`src/rtl/bloco_controle.sv`:
```
// Multicycle sequencer for the register-bank / ULA / flag-register datapath.
// Accepts instructions over valid/ready and steps them through a fixed state sequence.
module bloco_controle #(
    parameter int bits_palavra = 16,
    parameter int end_registros = 4,
    parameter logic [4:0] OP_NEUTRA = 5'b00000,
    parameter int bits_contador = 16
) (
    input  logic                     clk,
    input  logic                     reset,
    input  logic [bits_palavra-1:0]  instr,
    input  logic                     instr_valid,
    output logic                     instr_ready,
    input  logic                     hold,
    output logic                     Hab_Escrita,
    output logic                     en,
    output logic [end_registros-1:0] Sel_SA,
    output logic [end_registros-1:0] Sel_SB,
    output logic [4:0]               controleOperacao,
    output logic                     reset_Ban_Registros,
    output logic                     reset_Flags,
    output logic                     busy,
    output logic                     ilegal,
    output logic [bits_contador-1:0] num_instr
);

    localparam logic [2:0] IDLE   = 3'd0;
    localparam logic [2:0] DECODE = 3'd1;
    localparam logic [2:0] EXEC   = 3'd2;
    localparam logic [2:0] WRITE  = 3'd3;
    localparam logic [2:0] CLEAR  = 3'd4;

    localparam logic [2:0] C_NOP = 3'b000;
    localparam logic [2:0] C_ALU = 3'b001;
    localparam logic [2:0] C_CMP = 3'b010;
    localparam logic [2:0] C_CLR = 3'b011;
    localparam logic [2:0] C_CLF = 3'b100;

    logic [2:0]                state, nxt;
    logic [bits_palavra-1:0]   ir, n_ir;
    logic                      n_ready, n_we, n_en, n_rb, n_rf, n_busy, n_ileg;
    logic [end_registros-1:0]  n_sa, n_sb;
    logic [4:0]                n_op;
    logic [bits_contador-1:0]  n_cnt;
    logic [2:0]                cls;

    assign cls = ir[10:8];

    always_comb begin
        nxt     = state;
        n_ir    = ir;
        n_ready = instr_ready;
        n_we    = Hab_Escrita;
        n_en    = en;
        n_sa    = Sel_SA;
        n_sb    = Sel_SB;
        n_op    = controleOperacao;
        n_rb    = reset_Ban_Registros;
        n_rf    = reset_Flags;
        n_busy  = busy;
        n_ileg  = ilegal;
        n_cnt   = num_instr;
        if (hold) begin
            // Everything freezes; only the idle handshake is withdrawn.
            if (state == IDLE)
                n_ready = 1'b0;
        end else begin
            case (state)
                IDLE: begin
                    n_ready = 1'b1;
                    n_ileg  = 1'b0;
                    n_op    = OP_NEUTRA;
                    n_we    = 1'b0;
                    n_en    = 1'b0;
                    n_rb    = 1'b0;
                    n_rf    = 1'b0;
                    if (instr_valid && instr_ready) begin
                        n_ir    = instr;
                        nxt     = DECODE;
                        n_ready = 1'b0;
                        n_busy  = 1'b1;
                        n_sa    = instr[7:4];
                        n_sb    = instr[3:0];
                        if (instr[10:8] == C_ALU || instr[10:8] == C_CMP)
                            n_op = instr[15:11];
                    end
                end
                DECODE: begin
                    unique case (1'b1)
                        (cls == C_ALU), (cls == C_CMP): nxt = EXEC;
                        (cls == C_CLR): begin
                            nxt  = CLEAR;
                            n_rb = 1'b1;
                        end
                        (cls == C_CLF): begin
                            nxt  = CLEAR;
                            n_rf = 1'b1;
                        end
                        (cls == C_NOP): begin
                            nxt   = IDLE;
                            n_cnt = num_instr + 1'b1;
                        end
                        default: begin
                            nxt    = IDLE;
                            n_ileg = 1'b1;
                        end
                    endcase
                end
                EXEC: begin
                    if (cls == C_ALU) begin
                        nxt  = WRITE;
                        n_we = 1'b1;
                        n_en = 1'b1;
                    end else begin
                        nxt   = IDLE;
                        n_cnt = num_instr + 1'b1;
                    end
                end
                WRITE, CLEAR: begin
                    nxt   = IDLE;
                    n_cnt = num_instr + 1'b1;
                end
                default: nxt = IDLE;
            endcase
            if (nxt == IDLE && state != IDLE) begin
                n_ready = 1'b1;
                n_busy  = 1'b0;
                n_op    = OP_NEUTRA;
                n_we    = 1'b0;
                n_en    = 1'b0;
                n_rb    = 1'b0;
                n_rf    = 1'b0;
            end
        end
    end

    always_ff @(posedge clk or negedge reset) begin
        if (!reset) begin
            state               <= IDLE;
            ir                  <= '0;
            instr_ready         <= 1'b0;
            Hab_Escrita         <= 1'b0;
            en                  <= 1'b0;
            Sel_SA              <= '0;
            Sel_SB              <= '0;
            controleOperacao    <= OP_NEUTRA;
            reset_Ban_Registros <= 1'b0;
            reset_Flags         <= 1'b0;
            busy                <= 1'b0;
            ilegal              <= 1'b0;
            num_instr           <= '0;
        end else begin
            state               <= nxt;
            ir                  <= n_ir;
            instr_ready         <= n_ready;
            Hab_Escrita         <= n_we;
            en                  <= n_en;
            Sel_SA              <= n_sa;
            Sel_SB              <= n_sb;
            controleOperacao    <= n_op;
            reset_Ban_Registros <= n_rb;
            reset_Flags         <= n_rf;
            busy                <= n_busy;
            ilegal              <= n_ileg;
            num_instr           <= n_cnt;
        end
    end

endmodule

```
`config.mk`:
```
export PLATFORM = sky130hd
export DESIGN_NAME = bloco_controle
export DESIGN_NICKNAME = d
export VERILOG_FILES = /design/src/rtl/bloco_controle.sv
export SDC_FILE = /design/constraint.sdc
export NUM_CORES = 1
export LEC_CHECK = 0
export CAP_MARGIN = 20
export CORE_UTILIZATION = 45
export CTS_CLUSTER_DIAMETER = 60
export DETAILED_ROUTE_END_ITERATION = 7
export PLACE_DENSITY_LB_ADDON = 0.2
export SLEW_MARGIN = 20
export SYNTH_ARGS = -nofsm -noshare
export SYNTH_HDL_FRONTEND = slang
export SYNTH_SLANG_ARGS = --single-unit
```
`constraint.sdc`:
```
create_clock -name clk -period 4.15 [get_ports clk]
set_clock_uncertainty 0.1 [all_clocks]
set_input_delay 0.415 -clock clk [delete_from_list [all_inputs] [get_ports clk]]
set_output_delay 0.415 -clock clk [all_outputs]
set_load 0.1 [all_outputs]
```
# [Word-level counts from Yosys, hierarchy flattened]
# Index checks and enable logic that the tools add are counted.
# W data, S select, Z words.
[totals] regBits=49 out_inout_bits=36
[op_classes] add_sub_neg=1 eq_ne=17 n_mux=31 n_bitwise=1 n_reduce_logical=26
[op_table] op="$pmux W16 S3" count=1
[op_table] op="$mux W16" count=2
[op_table] op="$mux W5" count=4
[op_table] op="$reduce_and A3 Y1" count=6
[op_table] op="$add A16 B1 Y16 const B" count=1
[op_table] op="$eq A3 B2 Y1 const B" count=5
[op_table] op="$mux W1" count=15
[op_table] op="$reduce_bool A3 Y1" count=4
[op_table] op="$eq A3 B1 Y1 const B" count=3
[op_table] op="$logic_not A3 Y1" count=3
[op_table] op="$ne A3 B3 Y1 const B" count=3
[op_table] op="$pmux W3 S3" count=1
[op_table] op="$pmux W1 S2" count=4
[op_table] op="$eq A3 B3 Y1 const B" count=2
[op_table] op="$mux W3" count=2
[op_table] op="$ne A2 B2 Y1 const B" count=3
[op_table] op="$pmux W3 S2" count=1
[op_table] op="$reduce_bool A2 Y1" count=3
[op_table] op="$reduce_or A2 Y1" count=3
[op_table] op="$reduce_or A5 Y1" count=1
[op_table] op="$reduce_and A2 Y1" count=2
[op_table] op="$reduce_and A4 Y1" count=1
[op_table] op="$logic_and A1 B1 Y1" count=2
[op_table] op="$mux W2" count=1
[op_table] op="3 further kinds" count=3

# [Longest topological paths before layout]
[depth] word_depth=9 mapped_depth=6

# [Worst setup path before layout]
# No wires, ideal clock.
[synth_timing] path_type="reg2reg" start="register num_instr[2]" end="register num_instr[12]" t_arrival_ns=2.128 setup_slack_ns=1.764 path_stages_with_launch=5 n_path_buf=0 period_less_slack_ns=2.386 cell_sequence="dfrtp_1 nand4_1 a2111oi_2 nand4_1 xnor2_1"
[synth_between] elab_chain_len=3 elab_cells_between_ends=4
[synth_lines] item="start: declaration" line="24" rtl="output logic [bits_contador-1:0] num_instr"
[synth_lines] item="start signal: assignment" line="165" rtl="num_instr <= n_cnt;"
[synth_lines] item="$add A16 B1 Y16 (*)" line="101, 116, 121"
[synth_lines] item="$mux W16, on equally long branches" line="110, 89"
[synth_lines] item="$pmux W16 S3 (*)" line="68" rtl="case (state)"
# Mark *: on every way between the ends. The rest lies on a longest branch, timed or not. The select of a mux whose other input is x is not followed.
# A chain may end at the register's enable or synchronous reset.

# [Worst setup path in the final report]
[layout_timing] start="input port hold" end="register controleOperacao[4]"
[layout_between] elab_chain_len=2
[layout_lines] item="start: declaration" line="14" rtl="input logic hold,"
[layout_lines] item="$not A1 Y1 (no line)"
[layout_lines] item="$reduce_and A2 Y1 (no line)"
[layout_lines] item="end signal: assignment" line="160" rtl="controleOperacao <= n_op;"
[layout_lines] item="end: declaration" line="19" rtl="output logic [4:0] controleOperacao,"
# No other way between the ends.

==> results <==
- The largest fanout on the critical path is 14.
- The area of all sequential standard cells is 0.00103 mm^2.
- The path type of the worst setup path is primary input to flip-flop.
- The via count of the first global-routing pass is 1559.
- The clock root buffer master is sky130_fd_sc_hd__clkbuf_8.
- Setup violations remaining at the end of the flow were counted as 0.
- The worst setup path is captured at a flip-flop.
- The global-route wire length before repair is 7420 um.
- The insertion delay of the later-clocked pin in the worst-skew pair is 0.29 ns.
- The end of the worst register-to-register path is controleOperacao[4].
- The run finished with clean final reports.
- The post-CTS setup buffer count is 0.
- The initial utilization of the core area, before any placement, comes to 0.468.
- The setup check on the worst reg-to-reg path leaves a slack of 1.83 ns.
- The placed cell count is 265.
- IR analysis of the VDD net gives a maximum drop of 698 uV.
- Across all hold checks on the routed design, the worst slack comes to 0.147 ns.
- The clock tree synthesis step divided the H-tree into 2 levels.
- The worst register-to-register path begins at state[2].
- The area inside the core boundary is 0.00435 mm^2.
- Summed over all nets, the half-perimeter wirelength after detailed placement is 3010 um.
- The aggregate global-route resource usage is 0.194.
- Once detail routing completed, the nets flagged for antenna violations numbered 0.
- The final layout contains routed wiring with a total length of 4230 um.
- The most frequently used flop master after synthesis is sky130_fd_sc_hd__dfrtp_1.
- Max-cap violations in this run came to 0.
- After filler insertion, the fill cell instance count of the layout stands at 340.
- The total power is 2.25 mW.
- At the pin with the least slew margin, the transition time is 0.983 ns.
- Summing over every cut layer, the via total after detailed routing is 1520.
- In the finished design, the share of the clock period the worst path needs comes to 0.594.
- Setup repair after global routing left no endpoint under its margin.
- The vertical extent of the die is 69.3 um.
- The area added between synthesis and finish is 29.9%.
- The count of routing violations after the opening detailed-route iteration is 69.
- In the final layout, the multi-input gates occupy 886 um^2.
- The initial antenna violation count is 0.
- The synthesis-stage register bit count is 41.
- The largest net degree at the start of global routing is 42.
- The path class of the tightest hold or removal check is primary input to asynchronous set/reset pin.
- For this run the aggregate overflow at the end of global routing stands at 0.
- For the worst setup path, the data required time is 4.28 ns.
- The static power due to leakage is 1.11 nW.
- The total of hold buffers inserted after clock tree synthesis is 0.
- For the finished layout, the period the worst path requires is 2.47 ns.
- During synthesis, Yosys emitted a total of 0 warnings.
- The post-synthesis async set-or-reset flop share is 1.00.
- The kind of start point of the critical path is a primary input.
- For this run, the post-layout net count is 241.
- Once the clock tree was built, the resizer swapped 0 gates to a different size.
- Averaged over all synthesized cells, the footprint is 11.8 um^2.
- The distinct cell type count of the synthesized netlist is 49.
- The cell with the most instances after synthesis is sky130_fd_sc_hd__dfrtp_1.
- Headroom to the max-slew limit came out at 0.342.
- The clock tree from TritonCTS is yes.
- The number of inserted diodes is 0.
- The weighted congestion reported at the end of routability-driven placement is 0.818.
- The final-report max-slew violation count came to 0.
- The full die area is 0.00481 mm^2.
- The depth of the most critical reg-to-reg path is 4.
- Dividing the detail-routed via count by the number of cells gives 5.59.
- The floorplan has 24 rows.
- The register area share after synthesis is 0.503.
- In the final routed layout, each cell accounts on average for 15.5 um.
- For this design the ratio of total power to cell area is 850 mW/mm^2.
- CTS saw 41 sinks.
- The top-level I/O count is 56.
- The number of buffer cells added on primary ports is 55.
- The count of unresolved DRC violations after routing is 0.
- The synthesized netlist cell count is 173.
- After synthesis, the most frequently instantiated cells are sky130_fd_sc_hd__dfrtp_1, sky130_fd_sc_hd__buf_4, sky130_fd_sc_hd__mux2_1, sky130_fd_sc_hd__xor2_1.
- The fraction of final layout cells sized beyond drive strength 1 is 0.0909.
- Counting the buffers created by CTS gives 5.
- The hold violation total from the final report came to 0.
- The cell type contributing the most total cell area after synthesis is sky130_fd_sc_hd__dfrtp_1.
- Adding up every negative setup slack in the final design gives 0 ns.
- The die is 69.3 um wide.
- The first TritonRoute pass finished after 4 iterations.
- The clock input transition at the sequential cells of the worst setup and hold paths is 0.08 ns.
- The netlist area before placement is 0.00204 mm^2.
- The data arrival at the endpoint of the critical path is 2.60 ns.
- In this run, synthesis inferred 0 flip-flops with an integrated enable.
- The post-synthesis net count is 194.
- The worst-case clock buffer depth is 2.
- Timing would allow up to 406 MHz.
- Sorting the synthesized cells by area gives the leading types as sky130_fd_sc_hd__dfrtp_1, sky130_fd_sc_hd__mux2_1, sky130_fd_sc_hd__xor2_1.
- Of the post-synthesis cell area, the dominant cell type holds 0.503.
- Once layout is complete, the cells apart from fillers number 272.
report_power, final:
part | switching (mW) | internal, mW | leakage [nW] | total [mW]
clock network | 0.130 | 0.175 | 0.0540 | 0.305
logic | 0.943 | 0.329 | 0.531 | 1.27
registers | 0.157 | 0.518 | 0.529 | 0.676
cell type report:
class | instances | share of cell area
flip-flops and latches | 41 | 0.387
clock inverters | 2 | 0.0132
clock buffers | 5 | 0.0260
well taps | 52 | 0.0246
repair buffers | 56 | 0.209
inverters | 4 | 0.00567
multi-input cells | 112 | 0.334
registers in the layout (all words and copies together), names as in the netlist:
name	flops
ilegal	1
en	1
Sel_SB	3
controleOperacao	5
busy	1
ir	5
reset_Ban_Registros	1
Sel_SA	3
reset_Flags	1
instr_ready	1
num_instr	16
state	3
how the worst max path moves through the flow:
stage	start	endpoint	slack [ns]	depth (start not counted)
after global routing	hold	controleOperacao[4]	1.50	5
after floorplan	num_instr[2]	num_instr[12]	1.76	4
after detailed placement	hold	controleOperacao[4]	1.37	5
after CTS	hold	controleOperacao[4]	1.68	5
final	hold	controleOperacao[4]	1.68	5
after global placement	hold	controleOperacao[3]	1.49	5
kinds of logic (layout without fill, tap and decap cells):
| logic type | after synthesis | after routing | synth area share |
|---|---|---|---|
| simple gates | 55 | 55 | 0.179 |
| compound gates | 29 | 29 | 0.120 |
| xor+xnor | 16 | 16 | 0.0687 |
| flops | 41 | 41 | 0.503 |
| buf+inv | 20 | 67 | 0.0626 |
| fa+ha+maj | 1 | 1 | 0.00613 |
| mux | 11 | 11 | 0.0607 |
layout by cell type, fill, tap and decap left out, types with 2 or more instances in the layout:
cell and instances:
sky130_fd_sc_hd__xnor2_1 5, sky130_fd_sc_hd__nand2_1 8, sky130_fd_sc_hd__nor4_1 3, sky130_fd_sc_hd__nor3b_2 2
sky130_fd_sc_hd__dfrtp_1 41, sky130_fd_sc_hd__nor2b_1 2, sky130_fd_sc_hd__o31ai_1 2, sky130_fd_sc_hd__xor2_1 11
sky130_fd_sc_hd__clkbuf_8 5, sky130_fd_sc_hd__nor2_1 5, sky130_fd_sc_hd__o21ai_1 4, sky130_fd_sc_hd__nand2b_1 2
sky130_fd_sc_hd__nor3_1 8, sky130_fd_sc_hd__mux2_1 11, sky130_fd_sc_hd__and3_1 5, sky130_fd_sc_hd__a22o_1 5
sky130_fd_sc_hd__clkdlybuf4s50_1 54, sky130_fd_sc_hd__nand4_1 3, sky130_fd_sc_hd__nand3_1 7, sky130_fd_sc_hd__o21ai_0 3
sky130_fd_sc_hd__inv_1 3, sky130_fd_sc_hd__o21a_1 2
per-layer routing:
layer / global-route usage / share of wire / up-vias
met5: 0 / 0 / -
met4: 0.0680 / 0.016 / 0
met3: 0.0465 / 0.054 / 10
met2: 0.332 / 0.52 / 54
met1: 0.237 / 0.41 / 746
li1: - / - / 710
worst max-delay path, stage by stage:
cell and delay [ns]:
sky130_fd_sc_hd__clkdlybuf4s50_1 0.66, sky130_fd_sc_hd__nor4_1 0.35, sky130_fd_sc_hd__and3_1 0.58, sky130_fd_sc_hd__nor3b_2 0.41
sky130_fd_sc_hd__a22o_1 0.18
through the flow:
| stage | instance area, um^2 | worst slack [ns] | utilization |
|---|---|---|---|
| 3_3_place_gp | 2540 | 1.49 | 0.584 |
| 5_1_grt | 2650 | 1.50 | 0.608 |
| 6_report | 2650 | 1.68 | 0.608 |
| 4_1_cts | 2650 | 1.68 | 0.608 |
| 2_1_floorplan | 2040 | 1.76 | - |
| 3_5_place_dp | 2540 | 1.37 | 0.584 |
No activity file was read; power rests on OpenSTA's default activity.
